[src/rtl/mem_wr_responder.sv]
// Write responder: strobes accepted writes to memory and returns in-order acks after a fixed age.
// Optional address-range error reporting is enabled by defining MEM_WR_RESP_ERR_EN.
module mem_wr_responder #(
    parameter int TidWidth   = 2,
    parameter int AddrWidth  = 64,
    parameter int DataWidth  = 64,
    parameter int QueueDepth = 8,
    parameter int AckLatency = 2
`ifdef MEM_WR_RESP_ERR_EN
    ,
    parameter logic [AddrWidth-1:0] ErrAddrBase = '0,
    parameter logic [AddrWidth-1:0] ErrAddrLen  = '0
`endif
) (
    input  logic                           clk_i,
    input  logic                           rst_i,
    input  logic                           req_valid_i,
    output logic                           req_ready_o,
    input  logic [TidWidth-1:0]            req_tid_i,
    input  logic [AddrWidth-1:0]           req_addr_i,
    input  logic [DataWidth-1:0]           req_data_i,
    input  logic [DataWidth/8-1:0]         req_be_i,
    output logic                           mem_we_o,
    output logic [AddrWidth-1:0]           mem_addr_o,
    output logic [DataWidth-1:0]           mem_wdata_o,
    output logic [DataWidth/8-1:0]         mem_be_o,
    output logic                           ack_valid_o,
    input  logic                           ack_ready_i,
    output logic [TidWidth-1:0]            ack_tid_o,
    output logic [$clog2(QueueDepth):0]    outstanding_o
`ifdef MEM_WR_RESP_ERR_EN
    ,
    output logic                           ack_err_o
`endif
);

    localparam int   PtrW     = $clog2(QueueDepth);
    localparam int   CntW     = PtrW + 1;
    localparam logic PushAged = (AckLatency <= 1);

    typedef enum logic [1:0] {IDLE, WAIT, ACK} state_e;

    state_e                state_q;
    logic [TidWidth-1:0]   tid_q   [QueueDepth];
    logic [3:0]            stamp_q [QueueDepth];
    logic [3:0]            age_nxt [QueueDepth];
    logic [QueueDepth-1:0] aged_q;
    logic [QueueDepth-1:0] aged_nxt;
    logic [PtrW-1:0]       wr_ptr_q;
    logic [PtrW-1:0]       rd_ptr_q;
    logic [PtrW-1:0]       rd_nxt;
    logic [CntW-1:0]       cnt_q;
    logic [CntW-1:0]       cnt_nxt;
    logic [3:0]            ts_q;
    logic                  accept;
    logic                  pop;
    logic                  req_err;
    logic                  head_is_push;
    logic                  head_aged;
    logic [TidWidth-1:0]   head_tid;
    logic                  load_head;

`ifdef MEM_WR_RESP_ERR_EN
    logic [QueueDepth-1:0] err_q;
    logic                  head_err;

    assign req_err = (req_addr_i >= ErrAddrBase) &&
                     ((req_addr_i - ErrAddrBase) < ErrAddrLen);
`else
    assign req_err = 1'b0;
`endif

    assign outstanding_o = cnt_q;

    always_comb begin
        accept       = req_valid_i & req_ready_o;
        pop          = ack_valid_o & ack_ready_i;
        cnt_nxt      = cnt_q + CntW'(accept) - CntW'(pop);
        rd_nxt       = rd_ptr_q + PtrW'(pop);
        head_is_push = accept && ((cnt_q - CntW'(pop)) == '0);
        // Age as seen after this edge; sticky so a long wait past counter wrap stays aged.
        for (int i = 0; i < QueueDepth; i++) begin
            age_nxt[i]  = ts_q + 4'd1 - stamp_q[i];
            aged_nxt[i] = aged_q[i] | (age_nxt[i] >= 4'(AckLatency));
        end
        head_aged = head_is_push ? PushAged  : aged_nxt[rd_nxt];
        head_tid  = head_is_push ? req_tid_i : tid_q[rd_nxt];
        load_head = 1'b0;
        unique case (state_q)
            IDLE:    load_head = accept;
            WAIT:    load_head = head_aged;
            ACK:     load_head = pop && (cnt_nxt != '0);
            default: load_head = 1'b0;
        endcase
    end

    always_ff @(posedge clk_i or posedge rst_i) begin
        if (rst_i) begin
            state_q     <= IDLE;
            ts_q        <= '0;
            cnt_q       <= '0;
            wr_ptr_q    <= '0;
            rd_ptr_q    <= '0;
            aged_q      <= '0;
            req_ready_o <= 1'b1;
            mem_we_o    <= 1'b0;
            mem_addr_o  <= '0;
            mem_wdata_o <= '0;
            mem_be_o    <= '0;
            ack_valid_o <= 1'b0;
            ack_tid_o   <= '0;
            for (int i = 0; i < QueueDepth; i++) begin
                tid_q[i]   <= '0;
                stamp_q[i] <= '0;
            end
        end else begin
            ts_q        <= ts_q + 4'd1;
            cnt_q       <= cnt_nxt;
            req_ready_o <= cnt_nxt < CntW'(QueueDepth);
            mem_we_o    <= accept & ~req_err;
            rd_ptr_q    <= rd_nxt;
            aged_q      <= aged_nxt;
            if (accept) begin
                mem_addr_o        <= req_addr_i;
                mem_wdata_o       <= req_data_i;
                mem_be_o          <= req_be_i;
                tid_q[wr_ptr_q]   <= req_tid_i;
                stamp_q[wr_ptr_q] <= ts_q;
                aged_q[wr_ptr_q]  <= PushAged;
                wr_ptr_q          <= wr_ptr_q + PtrW'(1);
            end
            if (load_head)
                ack_tid_o <= head_tid;
            unique case (state_q)
                IDLE: if (accept) begin
                    state_q     <= head_aged ? ACK : WAIT;
                    ack_valid_o <= head_aged;
                end
                WAIT: if (head_aged) begin
                    state_q     <= ACK;
                    ack_valid_o <= 1'b1;
                end
                ACK: if (pop) begin
                    if (cnt_nxt == '0) begin
                        state_q     <= IDLE;
                        ack_valid_o <= 1'b0;
                    end else begin
                        state_q     <= head_aged ? ACK : WAIT;
                        ack_valid_o <= head_aged;
                    end
                end
                default: begin
                    state_q     <= IDLE;
                    ack_valid_o <= 1'b0;
                end
            endcase
        end
    end

`ifdef MEM_WR_RESP_ERR_EN
    assign head_err = head_is_push ? req_err : err_q[rd_nxt];

    always_ff @(posedge clk_i or posedge rst_i) begin
        if (rst_i) begin
            err_q     <= '0;
            ack_err_o <= 1'b0;
        end else begin
            if (accept)
                err_q[wr_ptr_q] <= req_err;
            if (load_head)
                ack_err_o <= head_err;
        end
    end
`endif

endmodule

[config.mk]
export PLATFORM = sky130hd
export DESIGN_NAME = mem_wr_responder
export DESIGN_NICKNAME = d
export VERILOG_FILES = /design/src/rtl/mem_wr_responder.sv
export SDC_FILE = /design/constraint.sdc
export NUM_CORES = 1
export LEC_CHECK = 0
export ABC_AREA = 1
export BUFFER_PORTS_ARGS = -buffer_cell sky130_fd_sc_hd__buf_2
export CORE_MARGIN = 2
export CORE_UTILIZATION = 52
export CTS_CLUSTER_SIZE = 24
export DETAILED_ROUTE_END_ITERATION = 10
export PLACE_DENSITY_LB_ADDON = 0.15
export SLEW_MARGIN = 25
export SYNTH_ARGS = -nofsm -noshare
export SYNTH_HDL_FRONTEND = slang
export SYNTH_SLANG_ARGS = --single-unit
export TNS_END_PERCENT = 10
[constraint.sdc]
create_clock -name clk_i -period 8.8 [get_ports clk_i]
set_input_delay 1.32 -clock clk_i [delete_from_list [all_inputs] [get_ports clk_i]]
set_output_delay 1.32 -clock clk_i [all_outputs]
set_load 0.05 [all_outputs]
### Word-level counts from Yosys, hierarchy flattened

Index checks and enable logic that the tools add are counted.

* flip-flop bits (word level): 213
* bits of input ports: 142
* output and inout bits: 145
* logic and storage cells: 114

* add/sub/neg operators: 14
* magnitude comparators: 15
* eq/ne operators: 5
* muxes and demuxes: 28
* bitwise logic cells: 14
* reduce and logical (&&, ||, !) cells: 9

Operators with widths (number)
* $bwmux W32: 1
* $ge A4 B2 Y1 const B: 8
* $sub A4 B4 Y4: 8
* $mux W2: 9
* $bwmux W16: 1
* $demux W4 S3: 1
* $and A8 B8 Y8: 1
* $ge A4 B4 Y1 const B: 2
* $logic_not A4 Y1: 2
* $lt A3 B4 Y1 const B: 2
* $mux W8: 1
* $not A3 Y4: 2
* $not A8 Y8: 1
* $or A1 B1 Y1: 8
* $sub A4 B1 Y4: 2
* $mux W1: 7
* $bmux W2 S3: 1
* $demux W2 S3: 1
* $ne A2 B2 Y1 const B: 3
* $pmux W1 S3: 2
* $pmux W2 S3: 1
* $add A4 B1 Y4: 1
* $add A4 B1 Y4 const B: 1
* $logic_and A1 B1 Y1: 4
* 14 further kinds: 15

### Depth between registers and ports, before layout

Gate-level depths: netlist of the first run.

* depth after elaboration: 11
* depth in mapped cells: 16
* gate-level depth less buffers: 16

### Worst setup path before layout of the first run

Ideal clock, no wire load.

* kind: input to register
* start: in req_valid_i
* end: reg ack_tid_o[0]
* setup time: 118 ps
* data arrival time: 3379 ps
* data required time: 8682 ps
* slack: 5303 ps
* stages: 12
* buffers on the path: 1
* cells stage by stage: nand2_1 > clkbuf_1 > ha_1 > inv_1 > ha_1 > fa_1 > nor3_1 > a21oi_1 > o21ai_0 > nand2_1 > nand2_1 > nand2_1

* word-level cells in the longest chain between the ends: 6
* elaborated cells on any way between the ends: 9
* those cells by class: add/sub (2); mux (3); bitwise (1); reduce/logical (3)

RTL lines
* start: declaration: line 17 `input logic req_valid_i,`
* $and A1 B1 Y1: line 76 `accept = req_valid_i & req_ready_o;`
* $add A4 B1 Y4: line 78 `cnt_nxt = cnt_q + CntW'(accept) - CntW'(pop);`
* $sub A4 B1 Y4: line 78
* via cnt_nxt[1]: line 53 `logic [CntW-1:0] cnt_nxt;`
* $reduce_bool A4 Y1: line 92 `ACK: load_head = pop && (cnt_nxt != '0);`
* $logic_and A1 B1 Y1: line 92
* $pmux W1 S3: line 89 `unique case (state_q)`
* end signal: assignment: line 133 `ack_tid_o <= head_tid;`
* end: declaration: line 29 `output logic [TidWidth-1:0] ack_tid_o,`

The timed path passes the listed nets, and every way through them passes these cells.
A chain may end at the register's enable or synchronous reset.

### Worst setup path in the final report of the first run

* start: reg ts_q[0]
* end: reg ack_tid_o[1]

* word-level cells in the longest chain between the ends: 8
* elaborated cells on any way between the ends: 29
* those cells by class: add/sub (9); order compare (8); mux (4); bitwise (8)

RTL lines
* start: declaration: line 54 `logic [3:0] ts_q;`
* start signal: assignment: line 117 `ts_q <= ts_q + 4'd1;`
* $add A4 B1 Y4 (*): line 83 `age_nxt[i] = ts_q + 4'd1 - stamp_q[i];`
* $sub A4 B4 Y4: line 83
* $ge A4 B2 Y1: line 84 `aged_nxt[i] = aged_q[i] | (age_nxt[i] >= 4'(AckLatency));`
* $or A1 B1 Y1: line 84
* $bmux W1 S3 (*): line 86 `head_aged = head_is_push ? PushAged : aged_nxt[rd_nxt];`
* $mux W1 (implied by the code) (*): line 86
* $mux W1 (*): line 86
* $pmux W1 S3 (*): line 89

Every way passes the cells marked *; elsewhere a longest branch is shown, timed or not. The select of a mux whose other input is x is not followed.

==> results of run 1 <==
==> placed cells by master (no fill, tap or decap), types with 5 or more instances in the layout <==
cell type / count
nor3_1: 6
inv_1: 59
o22ai_1: 7
nor2_1: 36
a21oi_1: 14
dfrtp_1: 211
nand2_2: 7
nand3_1: 28
clkbuf_16: 23
buf_2: 286
clkbuf_8: 5
o21ai_0: 63
ha_1: 34
nand2_1: 532
fa_1: 9
nand3_2: 5
==> stage by stage <==
| stage | worst slack [ns] | area [um^2] | total power, W | utilization [%] | std cells |
|---|---|---|---|---|---|
| after floorplan | 1.69 | 9330 | 0.00101 | - | 1080 |
| after global placement | 4.97 | 10900 | 0.00105 | 62.8 | 1556 |
| after detailed placement | 4.93 | 10900 | 0.00105 | 62.8 | 1556 |
| after CTS | 5.29 | 11700 | 0.00204 | 67.3 | 1596 |
| after global routing | 4.94 | 11700 | 0.00209 | 67.4 | 1597 |
| final | 5.33 | 11700 | 0.00203 | 67.4 | 1597 |
==> registers in the layout (all words and copies together) (netlist names), 4 cells and up <==
| name | count |
|---|---|
| mem_addr_o | 64 |
| mem_wdata_o | 64 |
| stamp_q | 32 |
| tid_q | 16 |
| aged_q | 8 |
| mem_be_o | 8 |
| outstanding_o | 4 |
| ts_q | 4 |
==> worst paths after layout <==
check                                                   end  slack (ns)                  startpoint  cells after the start
worst max register to register     ack_tid_o[1]$_DFFE_PP0P_        5.33           ts_q[0]$_DFF_PP0_                     15
worst max-delay path               ack_tid_o[1]$_DFFE_PP0P_        5.33           ts_q[0]$_DFF_PP0_                     15
min in group asynchronous       mem_wdata_o[63]$_DFFE_PP0P_        0.85                       rst_i                      2
worst min register to register   mem_addr_o[36]$_DFFE_PP0P_        0.47  mem_addr_o[36]$_DFFE_PP0P_                      2
max in group asynchronous       mem_wdata_o[25]$_DFFE_PP0P_        6.60                       rst_i                      3
worst min-delay path             mem_addr_o[36]$_DFFE_PP0P_        0.47  mem_addr_o[36]$_DFFE_PP0P_                      2
==> cells by family (layout without fill, tap and decap cells) <==
family,count (synthesis),after routing,synth area share [%]
DFF,212,212,56.8
adders and majority gates,43,43,6.49
and+or+nand+nor,629,629,26.9
buffers and inverters,100,391,4.09
AOI/OAI and AO/OA,90,90,5.07
other,0,1,0
xor gates and xnor gates,6,6,0.563
==> worst max-delay path, delay by kind of cell (launching register included) <==
family	cells	cell delay, ns
DFF	1	0.70
and+or+nand+nor	11	1.00
xor gates and xnor gates	1	0.78
AOI/OAI and AO/OA	1	0.20
adders and majority gates	2	0.67
==> cell type report <==
| cell class | count | area, um^2 | share of cell area [%] |
|---|---|---|---|
| diodes | 1 | 2.50 | 0.0213 |
| flip-flops and latches | 212 | 5310 | 45.2 |
| clock inverters | 10 | 135 | 1.15 |
| multi-input cells | 768 | 3650 | 31.1 |
| clock buffers | 30 | 652 | 5.56 |
| inverters | 62 | 248 | 2.11 |
| well taps | 225 | 282 | 2.40 |
| repair buffers | 289 | 1450 | 12.4 |
==> power by group through the flow <==
stage / Combinational [W] / Sequential [W] / Clock (W)
2_1_floorplan: 0.0000148 / 0.000993 / 0
3_3_place_gp: 0.0000530 / 0.000993 / 0
3_5_place_dp: 0.0000531 / 0.000993 / 0
4_1_cts: 0.0000531 / 0.000975 / 0.00102
5_1_grt: 0.0000586 / 0.000974 / 0.00105
6_report: 0.0000515 / 0.000975 / 0.00101
==> metal layers <==
metal  routed length, um  vias to the layer above  GRT usage (%)  share of wire, %
met5                   0                        -              0                 0
met2               12400                      249           42.6                49
met4                 732                        0           7.99               2.9
met1               10600                     3800           35.2                42
met3                1630                       55           6.47               6.4
li1                    -                     3917              -                 -
==> metrics.md, run 1 <==
| Metric | Value |
|---|---|
| Status | `completed` |
| WL final | `approximately 25 mm` |
| Share of cells above drive strength 1 | `25.4%` |
| Via count | `8021` |
| Post-synth design cell area | `9330 um^2` |
| H-tree depth | `1` |
| Max-cap viol count | `0` |
| Unrepaired setup endpoints after global routing | `no` |
| CTS tree | `built` |
| Sequential-to-total area share from yosys stat | `between 50% and 60%` |
| Sink Count | `212` |
| Crit path kind | `flop to flop` |
| Clock Latency Late Sink | `roughly 0.52 ns` |
| Number of synthesis warnings | `0` |
| CP max stage cell | `xor2_1` |
| Pint | `0.00161 W` |
| Height of the die | `138 um` |
| Sw Ratio | `20.9%` |
| CP peak stage delay | `0.78 ns` |
| Relative slew margins | `33.4%` |
| Yosys reg bits | `212` |
| First-pass detailed-route iteration total | `5` |
| Pin count of the biggest net entering global routing | `between 100 and 150` |
| Synth unique cells | `32` |
| Nets | `approximately 1500` |
| Leakage | `about 6.9 nW` |
| Total Routing Usage GR | `a little over a quarter` |
| First-pass GRT wire length | `38.9 mm` |
| Die width | `~140 um` |
| Row cnt | `48` |
| Cts bufs inserted | `23` |
| Worst-Margin Slew | `between 0.9 and 1 ns` |
| Initial antenna violation count | `1` |
| Fillers | `1426` |
| Post-synth top area share | `56.6%` |
| I/O pins | `287` |
| Avg Cell Area, Syn | `8.64 um^2` |
| Sequential share of power | `48.0%` |
| HPWL after DPL | `17.6 mm` |
| Worst-case clock buffer depth | `3` |
| Initial detailed-routing violation count | `459` |
| Synth Flop Type | `dfrtp_1` |
| GR Overflow Total | `0` |
| Resized Gates After CTS | `0` |
| Post-CTS setup repair buffer count | `0` |
| Setup_tns | `0 ns` |
| Crit Path Max Fanout | `13` |
| HP Class | `flop to flop` |
| Most frequent cells after synthesis | `533 x nand2_1, 211 x dfrtp_1, 63 x o21ai_0, 60 x inv_1, 36 x nor2_1` |
| DRC Markers | `0` |
| Worst-path cell chain | `ha_1 > xor2_1 > ha_1 > a21oi_1 > nand3_1 > nand2_1 > nand2_1 > nand2_1 > nand3_1 > nand3_1 > nand3_1 > nand4_2 > nand2_1 > nand2_1 > nand2_1` |
| Hold buffers post-CTS | `0` |
| Worst setup EP type | `flop` |
| CTS Root Cell | `clkbuf_16` |
| Die footprint | `around 19000 um^2` |
| Via density | `around 5.0` |
| Worst-path clk slew | `0.06 ns` |
| Synth area leaders | `dfrtp_1 57%, nand2_1 21%, ha_1 4.6%` |
| Final Cycle Share | `between 30% and 40%` |
| Slew Limit Fails | `0` |
| Routability Congestion | `0.826` |
| Hold_ws | `roughly 0.47 ns` |
| IO buf count | `286` |
| Worst clock skew | `a little over 0.02 ns` |
| Hold Fails Final Rpt | `0` |
| CP dominant cell by count | `nand2_1` |
| CP Launch Type | `flop` |
| CORE AREA | `about 17000 um^2` |
| Post-route ant nets | `0` |
| Psw | `0.000425 W` |
| Required time of the critical path | `approximately 9.2 ns` |
| Max Clock Freq | `~0.29 GHz` |
| Post-synth EDFFs | `0` |
| Minimum clock period | `3.47 ns` |
| # setup viols final | `0` |
| FFs w/ async S/R, synth | `100%` |
| Area grow syn2layout | `25.7%` |
| Syn_nets | `1265` |
| Post-Synthesis Cells | `1080` |
| Routed WL per cell | `15.9 um` |
| Worst endpoint data arrival time | `3.87 ns` |
| Vias in the first global route | `7631` |
| Cell area power density | `173 nW/um^2` |
| Logic pwr share | `2.5%` |
| Post-synth top area cell | `dfrtp_1` |
| Clk pwr share | `49.5%` |
| VDD IR-drop max | `149 uV` |
| Initial Util | `53.6%` |
| Most common cell in the netlist | `nand2_1` |
(Power assumes the default switching activity.)
==> run 2: changes to the inputs <==
==> constraint.sdc (replaced) <==
create_clock -name clk_i -period 3.5 [get_ports clk_i]
set_input_delay 0.525 -clock clk_i [delete_from_list [all_inputs] [get_ports clk_i]]
set_output_delay 0.525 -clock clk_i [all_outputs]
set_load 0.05 [all_outputs]
==> run 2 against run 1 <==
Routed wire length is 0.20% lower. Power grew to 2.5 times the previous value. Largest power group unchanged. Setup slack worse by 4.5 ns. Non-clock buffer count is 8 higher. Highest routed layer is now met5. First-iteration DRC count is 6.3% lower.
==> metrics.md, run 2 (synthesis gave the netlist of run 1 again) <==
| Metric | Value |
|---|---|
| Resized Gates After CTS | `0` |
| Sw Ratio | `20.9%` |
| I/O pins | `287` |
| Status | `completed` |
| GR Overflow Total | `0` |
| HP Class | `primary input to async pin` |
| Critical R2R Capture | `ack_tid_o[1]$_DFFE_PP0P_` |
| Most common cell after layout, fill and taps aside | `nand2_1` |
| Post-CTS setup repair buffer count | `0` |
| CP peak stage delay | `0.48 ns` |
| Crit. path cell count | `16` |
| Logic pwr share | `under 10%` |
| CTS Root Cell | `clkbuf_16` |
| CP Buf/Inv Count | `1` |
| Max Clock Freq | `0.368 GHz` |
| IO buf count | `286` |
| Worst-case clock buffer depth | `3` |
| # setup viols final | `0` |
| CORE AREA | `approximately 17000 um^2` |
| Psw | `0.00108 W` |
| Minimum clock period | `2.72 ns` |
| Crit-path leading delay family | `simple AND/OR/NAND/NOR gates` |
| CP Launch Type | `flop` |
| Worst clock skew | `between 0.015 and 0.02 ns` |
| Initial antenna violation count | `6` |
| Required time of the critical path | `3.91 ns` |
| Post-route ant nets | `0` |
| First-pass detailed-route iteration total | `4` |
| Vias in the first global route | `7764` |
| Final design utilization | `68.0%` |
| CP dominant cell by count | `nand2_1` |
| CP max stage cell | `dfrtp_1` |
| Commonest non-fill, non-tap cells in the layout | `532 x nand2_1, 286 x buf_2, 211 x dfrtp_1, 63 x o21ai_0, 59 x inv_1` |
| Die footprint | `19000 um^2` |
| Worst setup EP type | `flop` |
| Clk pwr share | `50.0%` |
| Height of the die | `between 100 and 150 um` |
| Worst-path clk slew | `0.06 ns` |
| Crit path kind | `flop to flop` |
| Worst-Margin Slew | `around 0.96 ns` |
| Top Registers | `mem_addr_o (64), mem_wdata_o (64), stamp_q (32)` |
| Worst reg2reg startpoint | `ts_q[1]$_DFF_PP0_` |
| Unrepaired setup endpoints after global routing | `no` |
| Relative slew margins | `between 30% and 40%` |
| R2R depth | `16` |
| Pin count of the biggest net entering global routing | `about 110` |
| Nets | `1548` |
| Via density | `4.90` |
| Crit Path Max Fanout | `9` |
| Pint | `0.00409 W` |
| Slew Limit Fails | `0` |
| WL final | `25.4 mm` |
| CTS tree | `built` |
| Reg2reg setup slack | `slightly below 0.8 ns` |
| Clock Latency Late Sink | `0.52 ns` |
| Routability Congestion | `0.824` |
| Sequential share of power | `47.4%` |
| Leakage | `6.97 nW` |
| Total Routing Usage GR | `26.6%` |
| DRC Markers | `0` |
| Via count | `7891` |
| Max-cap viol count | `0` |
| Routed WL per cell | `15.7 um` |
| Sink Count | `212` |
| Share of cells above drive strength 1 | `25.8%` |
| VDD IR-drop max | `around 310 uV` |
| Cell area power density | `between 400 and 500 nW/um^2` |
| Cts bufs inserted | `22` |
| Post-route cell area | `~12000 um^2` |
| Hold Fails Final Rpt | `0` |
| Area grow syn2layout | `26.9%` |
| Initial Util | `53.6%` |
| Die width | `138 um` |
| First-pass GRT wire length | `39.4 mm` |
| Initial detailed-routing violation count | `430` |
| Setup_tns | `0 ns` |
| Placed cell areas | `11000 um^2` |
| Final Cycle Share | `77.7%` |
| Hold buffers post-CTS | `0` |
| Worst-path cell chain | `ha_1 > xor2_1 > buf_4 > ha_1 > a21oi_1 > nand3_1 > nand2_1 > nand2_1 > nand2_1 > nand3_1 > nand3_1 > nand3_1 > nand4_2 > nand2_1 > nand2_1 > nand2_1` |
| HPWL after DPL | `17.7 mm` |
| Row cnt | `48` |
| Worst endpoint data arrival time | `around 3.1 ns` |
| H-tree depth | `1` |
==> run 2: changes by cell type in the layout (fill, tap and decap cells not counted) <==
| cell | change |
|---|---|
| buf_12 | +2 |
| buf_4 | +6 |
| bufinv_16 | +2 |
| clkbuf_16 | -1 |
| clkbuf_8 | -3 |
| clkinv_2 | -2 |
| clkinvlp_4 | +6 |
| diode_2 | +5 |
| inv_6 | -2 |
==> run 2: routing by layer <==
| layer | vias to the layer above | wire length (um) | global-route usage [%] |
|---|---|---|---|
| met4 | 2 | 605 | 9.86 |
| met5 | - | 16 | 0 |
| met3 | 47 | 1720 | 6.65 |
| met2 | 228 | 12500 | 42.8 |
| li1 | 3934 | - | - |
| met1 | 3680 | 10500 | 35.1 |
==> run 2: cell type report <==
class | instances | area [um^2]
fillers | 1427 | 5580
flip-flops and latches | 212 | 5310
clock inverters | 14 | 221
inverters | 62 | 239
well taps | 225 | 282
diodes | 6 | 15.0
clock buffers | 26 | 586
multi-input cells | 768 | 3650
repair buffers | 297 | 1540
==> run 2: metrics by stage <==
stage / cells / worst slack (ns) / total power (W) / hold WS (ns)
after floorplan: 1080 / 0.220 / 0.00253 / 0.448
after global placement: 1564 / 0.809 / 0.00263 / 0.457
after detailed placement: 1564 / 0.721 / 0.00263 / 0.460
after CTS: 1604 / 0.789 / 0.00520 / 0.167
after global routing: 1609 / 0.447 / 0.00531 / 0.191
final: 1610 / 0.781 / 0.00516 / 0.160
==> run 2: how the worst max path moves through the flow <==
stage	from	to	slack (ns)
after floorplan	rst_i	ack_tid_o[0]$_DFFE_PP0P_	0.22
after global placement	ack_ready_i	ack_tid_o[1]$_DFFE_PP0P_	0.81
after detailed placement	ack_ready_i	ack_tid_o[0]$_DFFE_PP0P_	0.72
after CTS	ts_q[1]$_DFF_PP0_	ack_tid_o[0]$_DFFE_PP0P_	0.79
after global routing	ts_q[1]$_DFF_PP0_	ack_tid_o[1]$_DFFE_PP0P_	0.45
final	ts_q[1]$_DFF_PP0_	ack_tid_o[1]$_DFFE_PP0P_	0.78
==> run 2: tightest hold or removal path, delay by kind of cell <==
kind / cells / cell delay, ns
buffers and inverters: 3 / 0.55
==> run 2: power by group through the flow <==
stage	Combinational (W)	Sequential (W)	Clock [W]
2_1_floorplan	0.0000376	0.00250	0
5_1_grt	0.000152	0.00245	0.00271
3_3_place_gp	0.000137	0.00250	0
6_report	0.000134	0.00245	0.00258
3_5_place_dp	0.000138	0.00250	0
4_1_cts	0.000138	0.00245	0.00261
==> run 3: changes to the inputs <==
--- a/config.mk
+++ b/config.mk
@@ -8,7 +8,7 @@
 export ABC_AREA = 1
 export BUFFER_PORTS_ARGS = -buffer_cell sky130_fd_sc_hd__buf_2
 export CORE_MARGIN = 2
-export CORE_UTILIZATION = 52
+export CORE_UTILIZATION = 47
 export CTS_CLUSTER_SIZE = 24
 export DETAILED_ROUTE_END_ITERATION = 10
 export PLACE_DENSITY_LB_ADDON = 0.15
==> constraint.sdc (replaced) <==
create_clock -name clk_i -period 2.28 [get_ports clk_i]
set_input_delay 0.342 -clock clk_i [delete_from_list [all_inputs] [get_ports clk_i]]
set_output_delay 0.342 -clock clk_i [all_outputs]
set_load 0.05 [all_outputs]
==> run 3 against run 2 <==
The run now ends with setup timing left. Clock power rose by 48%. Cell area rose by 5.0%. First-iteration DRC count fell by 14%. Routed wire length rose by 1.7%. Via count rose by 3.7%. Die area rose by 10%. Worst hold slack got worse by 0.14 ns. Largest power group unchanged. Highest routed layer is now met4.
==> metrics.md, run 3 (synthesis gave the netlist of run 1 again) <==
| Metric | Value |
|---|---|
| Status | `finished, violations left` |
| Failing checks | `setup timing` |
| Pin count of the biggest net entering global routing | `117` |
| CTS tree | `built` |
| Slew Limit Fails | `0` |
| Height of the die | `145 um` |
| Leakage | `~7 nW` |
| Cell area power density | `628 nW/um^2` |
| Global route hottest layer | `met2` |
| VDD IR-drop max | `450 uV` |
| Relative slew margins | `56.6%` |
| Initial antenna violation count | `3` |
| Crit-path leading delay family | `simple AND/OR/NAND/NOR gates` |
| HPWL after DPL | `18.0 mm` |
| Area grow syn2layout | `33.2%` |
| Met2 capacity usage during global routing | `41.5%` |
| Critical R2R Capture | `ack_tid_o[1]$_DFFE_PP0P_` |
| Commonest non-fill, non-tap cells in the layout | `529 x nand2_1, 286 x buf_2, 211 x dfrtp_1, 60 x o21ai_0, 57 x inv_1` |
| Worst-path cell chain | `ha_4 > xor2_4 > buf_6 > buf_6 > ha_4 > buf_4 > nor2_1 > nor2_1 > nand2_1 > a21oi_2 > nand3_2 > nand3_2 > nand3_2 > nand4_4 > nand2_2 > nand2_1 > nand2_1` |
| Logic pwr share | `roughly 2.8%` |
| Required time of the critical path | `approximately 2.7 ns` |
| Post-route cell area | `between 10000 and 15000 um^2` |
| Die width | `about 140 um` |
| H-tree depth | `1` |
| Worst-case clock buffer depth | `3` |
| Final design utilization | `between 60% and 70%` |
| Total Routing Usage GR | `between 20% and 30%` |
| GR Overflow Total | `0` |
| Worst-Margin Slew | `between 0.6 and 0.7 ns` |
| Initial Util | `48.0%` |
| Worst-path clk slew | `0.06 ns` |
| Pint | `0.00619 W` |
| Hold path cells | `3` |
| Routability Congestion | `about 0.86` |
| WHS Endpoint | `mem_addr_o[24]$_DFFE_PP0P_` |
| Met3 Track Usage GR | `5.85%` |
| Hold Fails Final Rpt | `0` |
| I/O pins | `287` |
| CP Launch Type | `flop` |
| Routed WL per cell | `15.3 um` |
| CTS Root Cell | `clkbuf_16` |
| Share of cells above drive strength 1 | `around 30%` |
| Max Clock Freq | `0.407 GHz` |
| CORE AREA | `19500 um^2` |
| First-pass detailed-route iteration total | `5` |
| Sw Ratio | `20.6%` |
| Post-route ant nets | `0` |
| Worst setup EP type | `flop` |
| Nets | `1584` |
| WL final | `25.8 mm` |
| Clock Latency Late Sink | `0.51 ns` |
| Unrepaired setup endpoints after global routing | `yes` |
| Via count | `~8200` |
| Hold path startpoint | `req_addr_i[24]` |
| Crit Path Max Fanout | `4` |
| Via density | `4.86` |
| Vias in the first global route | `around 8400` |
| Sink Count | `212` |
| Row cnt | `between 50 and 60` |
| Clk pwr share | `roughly 49%` |
| CP peak stage delay | `0.41 ns` |
| Cts bufs inserted | `24` |
| CP Buf/Inv Count | `3` |
| DRC Markers | `0` |
| Top Registers | `mem_addr_o (64), mem_wdata_o (64), stamp_q (32)` |
| Most common cell after layout, fill and taps aside | `nand2_1` |
| Final Cycle Share | `108%` |
| Final WS setup | `-0.178 ns` |
| Crit path kind | `flop to flop` |
| Worst reg2reg startpoint | `ts_q[0]$_DFF_PP0_` |
| Initial detailed-routing violation count | `370` |
| Worst endpoint data arrival time | `2.85 ns` |
| Max-cap viol count | `0` |
| Worst clock skew | `between 0.01 and 0.015 ns` |
| IO buf count | `286` |
| R2R depth | `17` |
| First-pass GRT wire length | `42.2 mm` |
| Met1 usage | `a little under a third` |
| Psw | `0.00161 W` |
| Sequential share of power | `48.2%` |
| HP Class | `primary input to flop` |
| CP max stage cell | `dfrtp_1` |
| Minimum clock period | `2.46 ns` |
| # setup viols final | `5` |
| Die footprint | `21000 um^2` |
| Placed cell areas | `11300 um^2` |
| Reg2reg setup slack | `-0.18 ns` |
==> run 3: cell count changes in the layout (fill, tap and decap cells not counted), moves of 4 or more <==
cell,previous run,this run
buf_4,9,32
ha_1,34,25
ha_4,0,9
a21oi_1,14,8
clkbuf_1,2,8
a21oi_2,0,5
buf_12,2,7
buf_6,0,5
clkinvlp_4,7,2
bufinv_16,5,1
clkbuf_8,2,6
==> run 3: worst max path at each step <==
stage,startpoint,endpoint,cells past startpoint
6_report,ts_q[0]$_DFF_PP0_,ack_tid_o[1]$_DFFE_PP0P_,17
3_3_place_gp,ts_q[0]$_DFF_PP0_,ack_tid_o[1]$_DFFE_PP0P_,15
5_1_grt,ts_q[0]$_DFF_PP0_,ack_tid_o[1]$_DFFE_PP0P_,16
4_1_cts,req_ready_o$_DFF_PP1_,ack_tid_o[0]$_DFFE_PP0P_,12
2_1_floorplan,rst_i,ack_tid_o[0]$_DFFE_PP0P_,1
3_5_place_dp,ts_q[0]$_DFF_PP0_,ack_tid_o[1]$_DFFE_PP0P_,15
==> run 3: layout make-up <==
type	count	area (um^2)
diodes	3	7.51
clock buffers	39	738
clock inverters	5	56.3
fillers	1627	7030
inverters	62	239
multi-input cells	768	3870
flip-flops and latches	212	5310
well taps	265	332
repair buffers	331	1880
==> run 3: power groups by stage <==
stage,Clock [W],Sequential [W],Combinational (W)
floorplan,0,0.00383,0.0000577
global placement,0,0.00383,0.000227
detailed placement,0,0.00383,0.000228
CTS,0.00389,0.00376,0.000230
global route,0.00407,0.00376,0.000251
finish,0.00382,0.00376,0.000222
==> run 3: repair_timing <==
action / in CTS / in global routing
setup buffers: 8 / 0
gates resized for setup: 29 / 14
pin swaps: 13 / 13
endpoints found under the hold margin: 16 / 0
endpoints found under the setup margin: 12 / 6
hold buffers: 1 / 0
==> run 3: metrics by stage <==
step | total power (W) | TNS, ns | cells | setup slack [ns] | hold slack, ns
global placement | 0.00406 | -2.64 | 1629 | -0.581 | 0.457
floorplan | 0.00389 | -174.84 | 1080 | -0.817 | 0.448
finish | 0.00780 | -0.725 | 1685 | -0.178 | 0.0221
detailed placement | 0.00406 | -3.20 | 1629 | -0.652 | 0.458
global route | 0.00808 | -1.30 | 1684 | -0.314 | 0.0202
CTS | 0.00788 | -0.561 | 1682 | -0.146 | 0.0134
==> run 3: metal layers <==
layer  vias up  share of wire (%)
met4         0                3.7
met2       265                 48
met1      3843                 41
li1       4008                  -
met3        66                6.8
met5         -                  0
==> run 3: worst reg2reg max path, stage by stage, from the launching register on <==
cell and delay [ns]:
dfrtp_1 0.41, ha_4 0.19, xor2_4 0.18, buf_6 0.14
buf_6 0.12, ha_4 0.27, buf_4 0.11, nor2_1 0.04
nor2_1 0.08, nand2_1 0.07, a21oi_2 0.15, nand3_2 0.09
nand3_2 0.10, nand3_2 0.12, nand4_4 0.10, nand2_2 0.07
nand2_1 0.06, nand2_1 0.05
